==> src/rtl/demo_dose_sequencer.sv <==
// rtl/demo_dose_sequencer.sv - prime/dose/flush valve and pump sequencer feeding the demo mixer
// Optional flush phase: define DEMO_SEQ_FLUSH_EN to compile in the FLUSH state.
module demo_dose_sequencer #(
    parameter int CNT_W        = 16,
    parameter int PRIME_CYCLES = 8,
    parameter int FLUSH_CYCLES = 32
) (
    input  logic             clk,
    input  logic             rst_n,
    input  logic             start,
    input  logic             abort,
    input  logic [CNT_W-1:0] dose1_len,
    input  logic [CNT_W-1:0] dose2_len,
    input  logic [CNT_W-1:0] dose3_len,
    output logic             ready,
    output logic             busy,
    output logic             pump_en,
    output logic             valve_soln1,
    output logic             valve_soln2,
    output logic             valve_soln3,
    output logic             done,
    output logic             aborted
);

    typedef enum logic [2:0] {
        S_IDLE  = 3'd0,
        S_PRIME = 3'd1,
        S_DOSE1 = 3'd2,
        S_DOSE2 = 3'd3,
        S_DOSE3 = 3'd4,
        S_FLUSH = 3'd5,
        S_DONE  = 3'd6
    } state_t;

    localparam logic [CNT_W-1:0] PRIME_LOAD = CNT_W'(PRIME_CYCLES - 1);
    localparam logic [CNT_W-1:0] FLUSH_LOAD = CNT_W'(FLUSH_CYCLES - 1);

    state_t           state;
    state_t           state_nxt;
    state_t           adv_state;
    logic [CNT_W-1:0] cnt;
    logic [CNT_W-1:0] cnt_nxt;
    logic [CNT_W-1:0] adv_cnt;
    logic [CNT_W-1:0] len1;
    logic [CNT_W-1:0] len2;
    logic [CNT_W-1:0] len3;
    logic             accept;
    logic             abort_take;

    logic ready_d;
    logic busy_d;
    logic pump_d;
    logic valve1_d;
    logic valve2_d;
    logic valve3_d;
    logic done_d;
    logic aborted_d;

    // State, counter, latched lengths and the registered outputs
    always_ff @(posedge clk or negedge rst_n) begin
        if (!rst_n) begin
            state       <= S_IDLE;
            cnt         <= '0;
            len1        <= '0;
            len2        <= '0;
            len3        <= '0;
            ready       <= 1'b1;
            busy        <= 1'b0;
            pump_en     <= 1'b0;
            valve_soln1 <= 1'b0;
            valve_soln2 <= 1'b0;
            valve_soln3 <= 1'b0;
            done        <= 1'b0;
            aborted     <= 1'b0;
        end else begin
            state <= state_nxt;
            cnt   <= cnt_nxt;
            if (accept) begin
                len1 <= dose1_len;
                len2 <= dose2_len;
                len3 <= dose3_len;
            end
            ready       <= ready_d;
            busy        <= busy_d;
            pump_en     <= pump_d;
            valve_soln1 <= valve1_d;
            valve_soln2 <= valve2_d;
            valve_soln3 <= valve3_d;
            done        <= done_d;
            aborted     <= aborted_d;
        end
    end

    always_comb begin
        accept     = (state == S_IDLE) && start && !abort;
        abort_take = abort && (state != S_IDLE) && (state != S_DONE);

        // Tail phase after the last dose; in the no-flush build the count
        // loaded on entry to DONE is never consumed.
`ifdef DEMO_SEQ_FLUSH_EN
        adv_state = S_FLUSH;
`else
        adv_state = S_DONE;
`endif
        adv_cnt = FLUSH_LOAD;
        // Later assignments take priority, so the earliest nonzero dose wins
        if ((state == S_PRIME || state == S_DOSE1 || state == S_DOSE2) && len3 != '0) begin
            adv_state = S_DOSE3;
            adv_cnt   = len3 - 1'b1;
        end
        if ((state == S_PRIME || state == S_DOSE1) && len2 != '0) begin
            adv_state = S_DOSE2;
            adv_cnt   = len2 - 1'b1;
        end
        if (state == S_PRIME && len1 != '0) begin
            adv_state = S_DOSE1;
            adv_cnt   = len1 - 1'b1;
        end

        state_nxt = state;
        cnt_nxt   = cnt;
        case (state)
            S_IDLE: begin
                if (accept) begin
                    state_nxt = S_PRIME;
                    cnt_nxt   = PRIME_LOAD;
                end
            end
            S_PRIME, S_DOSE1, S_DOSE2, S_DOSE3: begin
                if (cnt == '0) begin
                    state_nxt = adv_state;
                    cnt_nxt   = adv_cnt;
                end else begin
                    cnt_nxt = cnt - 1'b1;
                end
            end
`ifdef DEMO_SEQ_FLUSH_EN
            S_FLUSH: begin
                if (cnt == '0) begin
                    state_nxt = S_DONE;
                    cnt_nxt   = '0;
                end else begin
                    cnt_nxt = cnt - 1'b1;
                end
            end
`endif
            S_DONE:  state_nxt = S_IDLE;
            default: state_nxt = S_IDLE;
        endcase

        if (abort_take) begin
            state_nxt = S_IDLE;
            cnt_nxt   = '0;
        end
    end

    // Outputs are decoded from the next state so they line up with the state register
    always_comb begin
        ready_d   = (state_nxt == S_IDLE);
        busy_d    = (state_nxt == S_PRIME) || (state_nxt == S_DOSE1) || (state_nxt == S_DOSE2) ||
                    (state_nxt == S_DOSE3) || (state_nxt == S_FLUSH);
        pump_d    = busy_d;
        valve1_d  = (state_nxt == S_DOSE1);
        valve2_d  = (state_nxt == S_DOSE2);
        valve3_d  = (state_nxt == S_DOSE3) || (state_nxt == S_FLUSH);
        done_d    = (state_nxt == S_DONE);
        aborted_d = abort_take;
    end

endmodule

==> config.mk <==
export PLATFORM = sky130hd
export DESIGN_NAME = demo_dose_sequencer
export DESIGN_NICKNAME = d
export VERILOG_FILES = /design/src/rtl/demo_dose_sequencer.sv
export SDC_FILE = /design/constraint.sdc
export NUM_CORES = 1
export LEC_CHECK = 0
export BUFFER_PORTS_ARGS = -buffer_cell sky130_fd_sc_hd__buf_2
export CORE_MARGIN = 4
export CORE_UTILIZATION = 55
export CTS_BUF_LIST = sky130_fd_sc_hd__clkbuf_8
export DETAILED_ROUTE_END_ITERATION = 8
export PLACE_DENSITY = 0.73
export SYNTH_ARGS = -nofsm -noshare
export SYNTH_HDL_FRONTEND = slang
export SYNTH_SLANG_ARGS = --single-unit
==> constraint.sdc <==
create_clock -name clk -period 4.15 [get_ports clk]
set_clock_uncertainty 0.15 [all_clocks]
set_input_delay 0.6225 -clock clk [delete_from_list [all_inputs] [get_ports clk]]
set_output_delay 0.6225 -clock clk [all_outputs]
set_load 0.01 [all_outputs]
# After elaboration in Yosys (flattened, before gate mapping)

Index checks and enable logic that the tools add are counted.

Register bits: 74
Bits of input ports: 52
Word-level logic and storage cells: 67

Add/subtract/negate cells: 4
Equal/unequal tests: 12
Muxes and demuxes: 14
Reduce and logical (&&, ||, !) cells: 25

Operator list:

| operator              | number |
|---|---|
| $mux 16               | 6 |
| $sub 16x1->16 const B | 4 |
| $reduce_bool 16->1    | 3 |
| $pmux 16 s2           | 1 |
| $logic_not 16->1      | 1 |
| $mux 3                | 5 |
| $eq 3x2->1 const B    | 4 |
| $eq 3x3->1 const B    | 4 |
| $logic_and 1x1->1     | 7 |
| $logic_or 1x1->1      | 7 |
| $eq 3x1->1 const B    | 2 |
| $logic_not 3->1       | 2 |
| $ne 3x3->1 const B    | 2 |
| $pmux 3 s2            | 1 |
| $reduce_bool 3->1     | 2 |
| $reduce_or 4->1       | 1 |
| $mux 2                | 1 |
| $reduce_and 2->1      | 1 |
| $logic_not 1->1       | 1 |

# Logic depth before layout (Yosys ltp)

Gate-level depths: netlist (run 1).

Word-level depth: 15
Depth in mapped cells: 11
Mapped depth without buffers: 9

# Worst setup path after synthesis (run 1)

No wires, ideal clock.

Kind: reg2reg
Start point: register len2[0]
End point: register cnt[3]
Setup time: 122 ps
Arrival time: 2596 ps
Setup slack: 1282 ps
Stages on the path, launching flop included: 11
Path buffers: 2
Path through: dfrtp_1 -> inv_1 -> ha_1 -> or3b_1 -> buf_2 -> or4b_4 -> buf_6 -> o21a_4 -> nor4_1 -> o211ai_1 -> a32o_1

Word-level cells in the longest chain between the ends: 7
Elaborated cells on any way between the ends: 8
Those cells by class: add/sub (1); mux (5); reduce/logical (2)

Ends and longest elaborated chain:

| what                                                                  | RTL line | source |
|---|---|---|
| from (decl)                                                           | 45       | `logic [CNT_W-1:0] len2;` |
| from (signal assigned)                                                | 80       | `len2 <= dose2_len;` |
| parallel branches: the longest is 2 deep, another holds $sub 16x1->16 | -        |  |
| $mux 16 *                                                             | 111      | `if ((state == S_PRIME \|\| state == S_DOSE1) && len2 != '0) begin` |
| $mux 16 *                                                             | 115      | `if (state == S_PRIME && len1 != '0) begin` |
| $mux 16 *                                                             | 130      | `if (cnt == '0) begin` |
| $pmux 16 s2 *                                                         | 122      | `case (state)` |
| $mux 16 *                                                             | 151      | `if (abort_take) begin` |
| to (signal assigned)                                                  | 77       | `cnt <= cnt_nxt;` |
| to (decl)                                                             | 41       | `logic [CNT_W-1:0] cnt;` |

Every way passes the cells marked *.
A chain may end at the register's enable or synchronous reset.

# Worst setup path after layout (run 1)

Start point: register len3[0]
End point: register cnt[12]

Word-level cells in the longest chain between the ends: 8
Elaborated cells on any way between the ends: 9
Those cells by class: add/sub (1); mux (6); reduce/logical (2)

Ends and longest elaborated chain:

| what                                                                  | RTL line | source |
|---|---|---|
| from (decl)                                                           | 46       | `logic [CNT_W-1:0] len3;` |
| from (signal assigned)                                                | 81       | `len3 <= dose3_len;` |
| parallel branches: the longest is 2 deep, another holds $sub 16x1->16 | -        |  |
| $mux 16 *                                                             | 107      | `if ((state == S_PRIME \|\| state == S_DOSE1 \|\| state == S_DOSE2) && len3 != '0) begin` |
| $mux 16 *                                                             | 111      |  |
| $mux 16 *                                                             | 115      |  |
| $mux 16 *                                                             | 130      |  |
| $pmux 16 s2 *                                                         | 122      |  |
| $mux 16 *                                                             | 151      |  |

Marked as above.

==> results of run 1 <==
[metrics by stage]
stage	hold WS, ps	total power, mW
2_1_floorplan	177	1.34
3_3_place_gp	350	1.50
3_5_place_dp	358	1.52
4_1_cts	74.9	2.08
5_1_grt	92.3	2.21
6_report	61.1	2.08
[Yosys cell counts (5+ instances only)]
library cell	number	area [sq um]
nor2_1	25	93.8
xor2_1	22	193
or3_1	10	62.6
nand3_1	9	45.0
nand2_1	156	586
o21ai_0	13	65.1
dfrtp_1	73	1830
o31ai_1	13	97.6
clkbuf_1	16	60.1
o21ai_1	16	80.1
a21oi_1	11	55.1
xnor2_1	18	158
or4_1	5	37.5
nor4_1	13	81.3
nor3_1	27	135
o31a_1	8	70.1
inv_1	9	33.8
[how the worst min path moves through the flow]
stage                 start        to  slack, ps  cells past startpoint
global route          rst_n  len1[10]         90                      1
global placement     cnt[9]    cnt[9]        350                      2
CTS                   rst_n  len1[13]         70                      1
detailed placement  len1[9]   len1[9]        360                      2
floorplan             rst_n   aborted        180                      0
finish                rst_n  len1[10]         60                      1
[per-layer routing]
layer	routed length, um	vias up
met5	0	-
met4	239	0
met3	702	16
met2	5250	138
met1	5190	1890
li1	-	1972
[area by class of cell]
class                      instances  area [sq um]  area share [%]
inverter                          11          41.3           0.839
sequential                        74          1850            37.7
multi-input combinational        419          2380            48.4
timing repair buffer              63           325            6.61
clock buffer                       9           124            2.52
clock inverter                     7          70.1            1.42
tap                              102           128            2.59
[kinds of logic (layout without fill, tap and decap cells)]
group,after synthesis,after routing,synth area share [%]
AOI/OAI and AO/OA,101,101,16.5
xor gates and xnor gates,40,40,8.00
adders and majority gates,4,4,1.14
buffers and inverters,36,90,3.43
DFF,74,74,42.3
and+or+nand+nor,274,274,28.6
[sequential cells by signal (all words and copies together), names as in the netlist]
signal       flops
pump_en          1
done             1
ready            1
cnt             16
valve_soln1      1
aborted          1
len3            16
state            3
valve_soln3      1
valve_soln2      1
len1            16
len2            16
[worst register-to-register path, delay by kind of cell (launching register included)]
kind                     cells  cell delay [ps]
flip-flops                   1              420
buffers and inverters        1               90
adder cells (fa/ha/maj)      1              190
AND/OR/NAND/NOR              3             1150
AO/OA/AOI/OAI                3             1340
[power groups by stage]
stage / combinational [mW] / sequential, mW / clock, mW
5_1_grt: 0.611 / 0.990 / 0.606
2_1_floorplan: 0.392 / 0.943 / 0
4_1_cts: 0.543 / 0.967 / 0.569
6_report: 0.544 / 0.968 / 0.566
3_5_place_dp: 0.539 / 0.980 / 0
3_3_place_gp: 0.528 / 0.975 / 0
==> results.cfg, run 1 <==
[status]
outcome = finished clean

[setup_path]
timing.rr.start = len3[0]
worst_ep_required_time_ps = 4220
setup.reg_to_reg.worst_slack_ps = 660
worstSetupStartpointType = flip-flop
critical_path_cell_count = 8
startpoint = len3[0]
timing.critical_path.to_type = flip-flop
worst_path_dominant_cell_family = compound AO/OA/AOI/OAI gates
crit_path_end = cnt[12]
worst_r2r_endpoint = cnt[12]
cp_num_buf_inv = 1
timing_worst_setup_path_type = flip-flop to flip-flop
slowest_stage = a2111oi_0
critPathMaxFanout = 14
crit_path_cell_trace = inv_1 -> ha_1 -> or3b_1 -> nor4_1 -> a211o_1 -> nor3_1 -> a2111oi_0 -> o21ai_1
reg2reg_depth = 8
crit_arrival_ps = 3550
timing.critical_path.slowest_cell_delay_ps = 730

[placement]
post-dp-hpwl_um = 8410
detailedPlace.worstSlack_ps = 809
number_of_cells_in_the_design_after_placement = 669
place_area_sq_mm = 0.00473
port-buffer-count = 59
gp_congestion = 0.902

[detailed_routing]
detailedRoute.firstPassIterationCount = 5
wire_per_inst_um = 16.6
initial_drt_markers = 211
dr_total_vias = 4016
remaining_drc_errors = 0
mean_number_of_vias_per_cell = 5.86
detailed_route_wire_length_um = 11400
antenna_violating_nets_post_route = 0

[timing]
post-route-min-period_ps = 3490
hold_violation_count_in_the_final_report = 0
grt_setup_unrepaired = false
post-route-period-util_pct = 84.0
finalSetupViolCount = 0
max_slew_margin_pct = 29.4
final-max-slew-violation-count = 0
worst_pin_slew_ps = 1050
final_sum_of_negative_setup_slack_ps = 0
timing.final.ws_setup_ps = 664
timing.fmax_mhz = 287

[floorplanning]
floorplan_die_area_sq_mm = 0.00946
pin_count = 60
fp.coreArea_sq_mm = 0.00773
core.rowCount = 32
dieWidth_um = 97.3
floorplan.initialDensity_pct = 56.7
floorplan.die.height_um = 97.3

[synth]
synth_enable_flop_cells = 0
post_synth_instance_area_sq_mm = 0.00438
postSynthAreaPerCell_sq_um = 8.28
synth_ff_type = dfrtp_1
synth.distinct_cells = 60
syn-instance-count = 529
ys.warnings.count = 0
synth-seq-area-share_pct = 42.3
synth_fp_nets = 585
postSynth.asyncResetShare_pct = 100
synth_seq_cells = 74

[layout]
final_net_count = 634
instances_no_fill = 685
antenna_cells = 0
nFillCells = 706
area.growth.synth_to_final_pct = 12.3
commonest_non_fill_non_tap_cell_in_the_layout = nand2_1
fin_util_pct = 63.7
layout.cells.most_common_list = 156 x nand2_1, 73 x dfrtp_1, 59 x buf_2
drive_above_1_share_pct = 15.6
final_area_sq_mm = 0.00492

[power]
max-vdd-ir-drop_uv = 253
power_frac_seq_pct = 46.6
p_switching_mw = 0.754
power_density_mw_per_mm2 = 422
power_leakage_nw = 2.23
cellInternalPower_mw = 1.32
power.share.clock_pct = 27.2
share_comb_of_total_power_pct = 26.2
sw_frac_of_total_pct = 36.3

[clock_tree]
cts.sink_count = 74
ctsRootBufferMaster = clkbuf_8
cts_setup_buffers = 0
htree_levels = 3
clockBufferDepth = 2
path_clk_slew_ps = 80
insertion_delay_to_the_later_sink_of_the_worst_skew_pair_ps = 360
cts_tree = done
cts_inserted_buffers = 9
post_cts_hold_buffer_count = 0
cts_resized = 0

[global_routing]
grt_start_max_net_pins = 58
grt_overflow = 0
grt_antenna_before_repair = 0
grt_util_all_layers_pct = 24.8
grtUsageMet2_pct = 38.7
first_pass_grt_wire_length_um = 19100
grt.met3_usage_pct = 4.52
globalRouteMet1Util_pct = 34.9
grt_pass1_vias = 3884
top_usage_layer = met2

[worst_hold_path]
hold_path_class = input pin to async pin

[run]
cap_violations = 0
(Power assumes the default switching activity.)
==> run 2: changes to the inputs <==
==> constraint.sdc (replaced) <==
create_clock -name clk -period 3.4 [get_ports clk]
set_clock_uncertainty 0.15 [all_clocks]
set_input_delay 0.51 -clock clk [delete_from_list [all_inputs] [get_ports clk]]
set_output_delay 0.51 -clock clk [all_outputs]
set_load 0.01 [all_outputs]
==> run 2 against run 1 <==
  * Die area did not move
  * Setup slack worse by 420 ps
  * Combinational power increased by 23%
  * Maximum frequency up 10%
  * Register-to-register slack worse by 420 ps
  * Largest cell class unchanged
  * Via count down 2.3%
  * Sequential share of layout area down 0.70 points
  * Global-route usage decreased by 0.080 points
  * Power grew 28%
  * Count of clock-buffer cells in the layout rose by 3
  * Routed wire length is essentially flat
  * Final cell count is 0.73% higher
==> results.cfg, run 2 (synthesis gave the netlist of run 1 again) <==
[detailed_routing]
antenna_violating_nets_post_route = 0
mean_number_of_vias_per_cell = 5.69
detailedRoute.firstPassIterationCount = 4
remaining_drc_errors = 0
wire_per_inst_um = 16.5
initial_drt_markers = 215
dr_total_vias = 3924
detailed_route_wire_length_um = 11400

[power]
power_density_mw_per_mm2 = 532
max-vdd-ir-drop_uv = 309
power_frac_seq_pct = 44.4
share_comb_of_total_power_pct = 25.1
sw_frac_of_total_pct = 34.0
power.share.clock_pct = 30.5
power_leakage_nw = 2.28
cellInternalPower_mw = 1.76
p_switching_mw = 0.907

[setup_path]
worstSetupStartpointType = flip-flop
critPathMaxFanout = 14
crit_arrival_ps = 3270
timing.critical_path.to_type = flip-flop
worst_ep_required_time_ps = 3520
timing_worst_setup_path_type = flip-flop to flip-flop

[layout]
antenna_cells = 0
drive_above_1_share_pct = 16.3
final_area_sq_mm = 0.00501
multi_input_area_sq_mm = 0.00238
commonest_non_fill_non_tap_cell_in_the_layout = nand2_1
area.growth.synth_to_final_pct = 14.4
instances_no_fill = 690
fin_util_pct = 64.9
nFillCells = 696
final_net_count = 639
layout.cells.most_common_list = 156 x nand2_1, 73 x dfrtp_1, 59 x buf_2
sequential_cell_area_sq_mm = 0.00185

[clock_tree]
ctsRootBufferMaster = clkbuf_8
htree_levels = 3
cts_resized = 0
cts_tree = done
cts_setup_buffers = 0
cts.sink_count = 74
cts_inserted_buffers = 9
path_clk_slew_ps = 80
post_cts_hold_buffer_count = 0
insertion_delay_to_the_later_sink_of_the_worst_skew_pair_ps = 360
clockBufferDepth = 2

[timing]
grt_setup_unrepaired = false
final-max-slew-violation-count = 0
post-route-period-util_pct = 92.8
final_sum_of_negative_setup_slack_ps = 0
timing.final.ws_setup_ps = 245
post-route-min-period_ps = 3160
max_slew_margin_pct = 45.5
hold_violation_count_in_the_final_report = 0
finalSetupViolCount = 0
timing.fmax_mhz = 317
worst_pin_slew_ps = 818

[placement]
number_of_cells_in_the_design_after_placement = 674
gp_congestion = 0.938
post-dp-hpwl_um = 8410
place_area_sq_mm = 0.00478
port-buffer-count = 59
detailedPlace.worstSlack_ps = 274

[floorplanning]
floorplan_die_area_sq_mm = 0.00946
dieWidth_um = 97.3
pin_count = 60
fp.coreArea_sq_mm = 0.00773
core.rowCount = 32
floorplan.die.height_um = 97.3
floorplan.initialDensity_pct = 56.7

[global_routing]
first_pass_grt_wire_length_um = 19000
grt_start_max_net_pins = 58
grt_overflow = 0
grt_antenna_before_repair = 0
grt_util_all_layers_pct = 24.8
grt_pass1_vias = 3805

[status]
outcome = finished clean

[run]
cap_violations = 0

[worst_hold_path]
hold_path_class = input pin to async pin
run 2: cell types whose count changed in the layout (fill, tap and decap cells not counted), sizes merged:
cell    delta
clkbuf     +3
bufinv     +1
clkinv     -4
buf        +5
run 2: power groups by stage:
stage | Clock, mW | Sequential, mW | Combinational, mW
after floorplan | 0 | 1.15 | 0.479
after global placement | 0 | 1.19 | 0.657
after detailed placement | 0 | 1.20 | 0.666
after CTS | 0.821 | 1.18 | 0.670
after global routing | 0.869 | 1.21 | 0.755
final | 0.814 | 1.19 | 0.671
run 2: critical path: stages (launching register included):
cell and delay, ps:
dfrtp_1 410, inv_1 90, ha_1 180, or3b_1 460, nor4_1 520, a211o_1 480
nor2_2 130, a311o_1 430, nor3b_1 220
run 2: final timing paths:
| path | from | to | slack (ps) | depth (start not counted) |
|---|---|---|---|---|
| max in group asynchronous | rst_n | len2[0] | 2310 | 2 |
| worst max register to register | len3[0] | valve_soln1 | 240 | 8 |
| worst min register to register | cnt[14] | cnt[14] | 380 | 1 |
| worst max-delay path | len3[0] | valve_soln1 | 240 | 8 |
| min in group clk | dose2_len[14] | len2[14] | 190 | 3 |
| worst min-delay path | rst_n | cnt[7] | 90 | 1 |
run 2: metal layers:
| layer | global-route usage [%] | part of all wire (%) |
|---|---|---|
| met5 | 0 | 0 |
| met1 | 35.7 | 48 |
| met2 | 37.9 | 46 |
| met3 | 5.24 | 4.8 |
| met4 | 6.92 | 1.8 |
run 2: final cells by class:
| cell class | instances | share of cell area [%] |
|---|---|---|
| Inverter | 11 | 0.823 |
| Clock buffer | 12 | 3.29 |
| Multi-Input combinational cell | 419 | 47.5 |
| Timing Repair Buffer | 68 | 7.49 |
| Tap cell | 102 | 2.54 |
| Clock inverter | 4 | 1.45 |
| Sequential cell | 74 | 37.0 |
run 2: stage by stage:
step | hold slack, ps | power [mW]
after floorplan | 64.4 | 1.63
after detailed placement | 354 | 1.87
after global placement | 356 | 1.85
final | 91.5 | 2.67
after CTS | 112 | 2.67
after global routing | 153 | 2.84
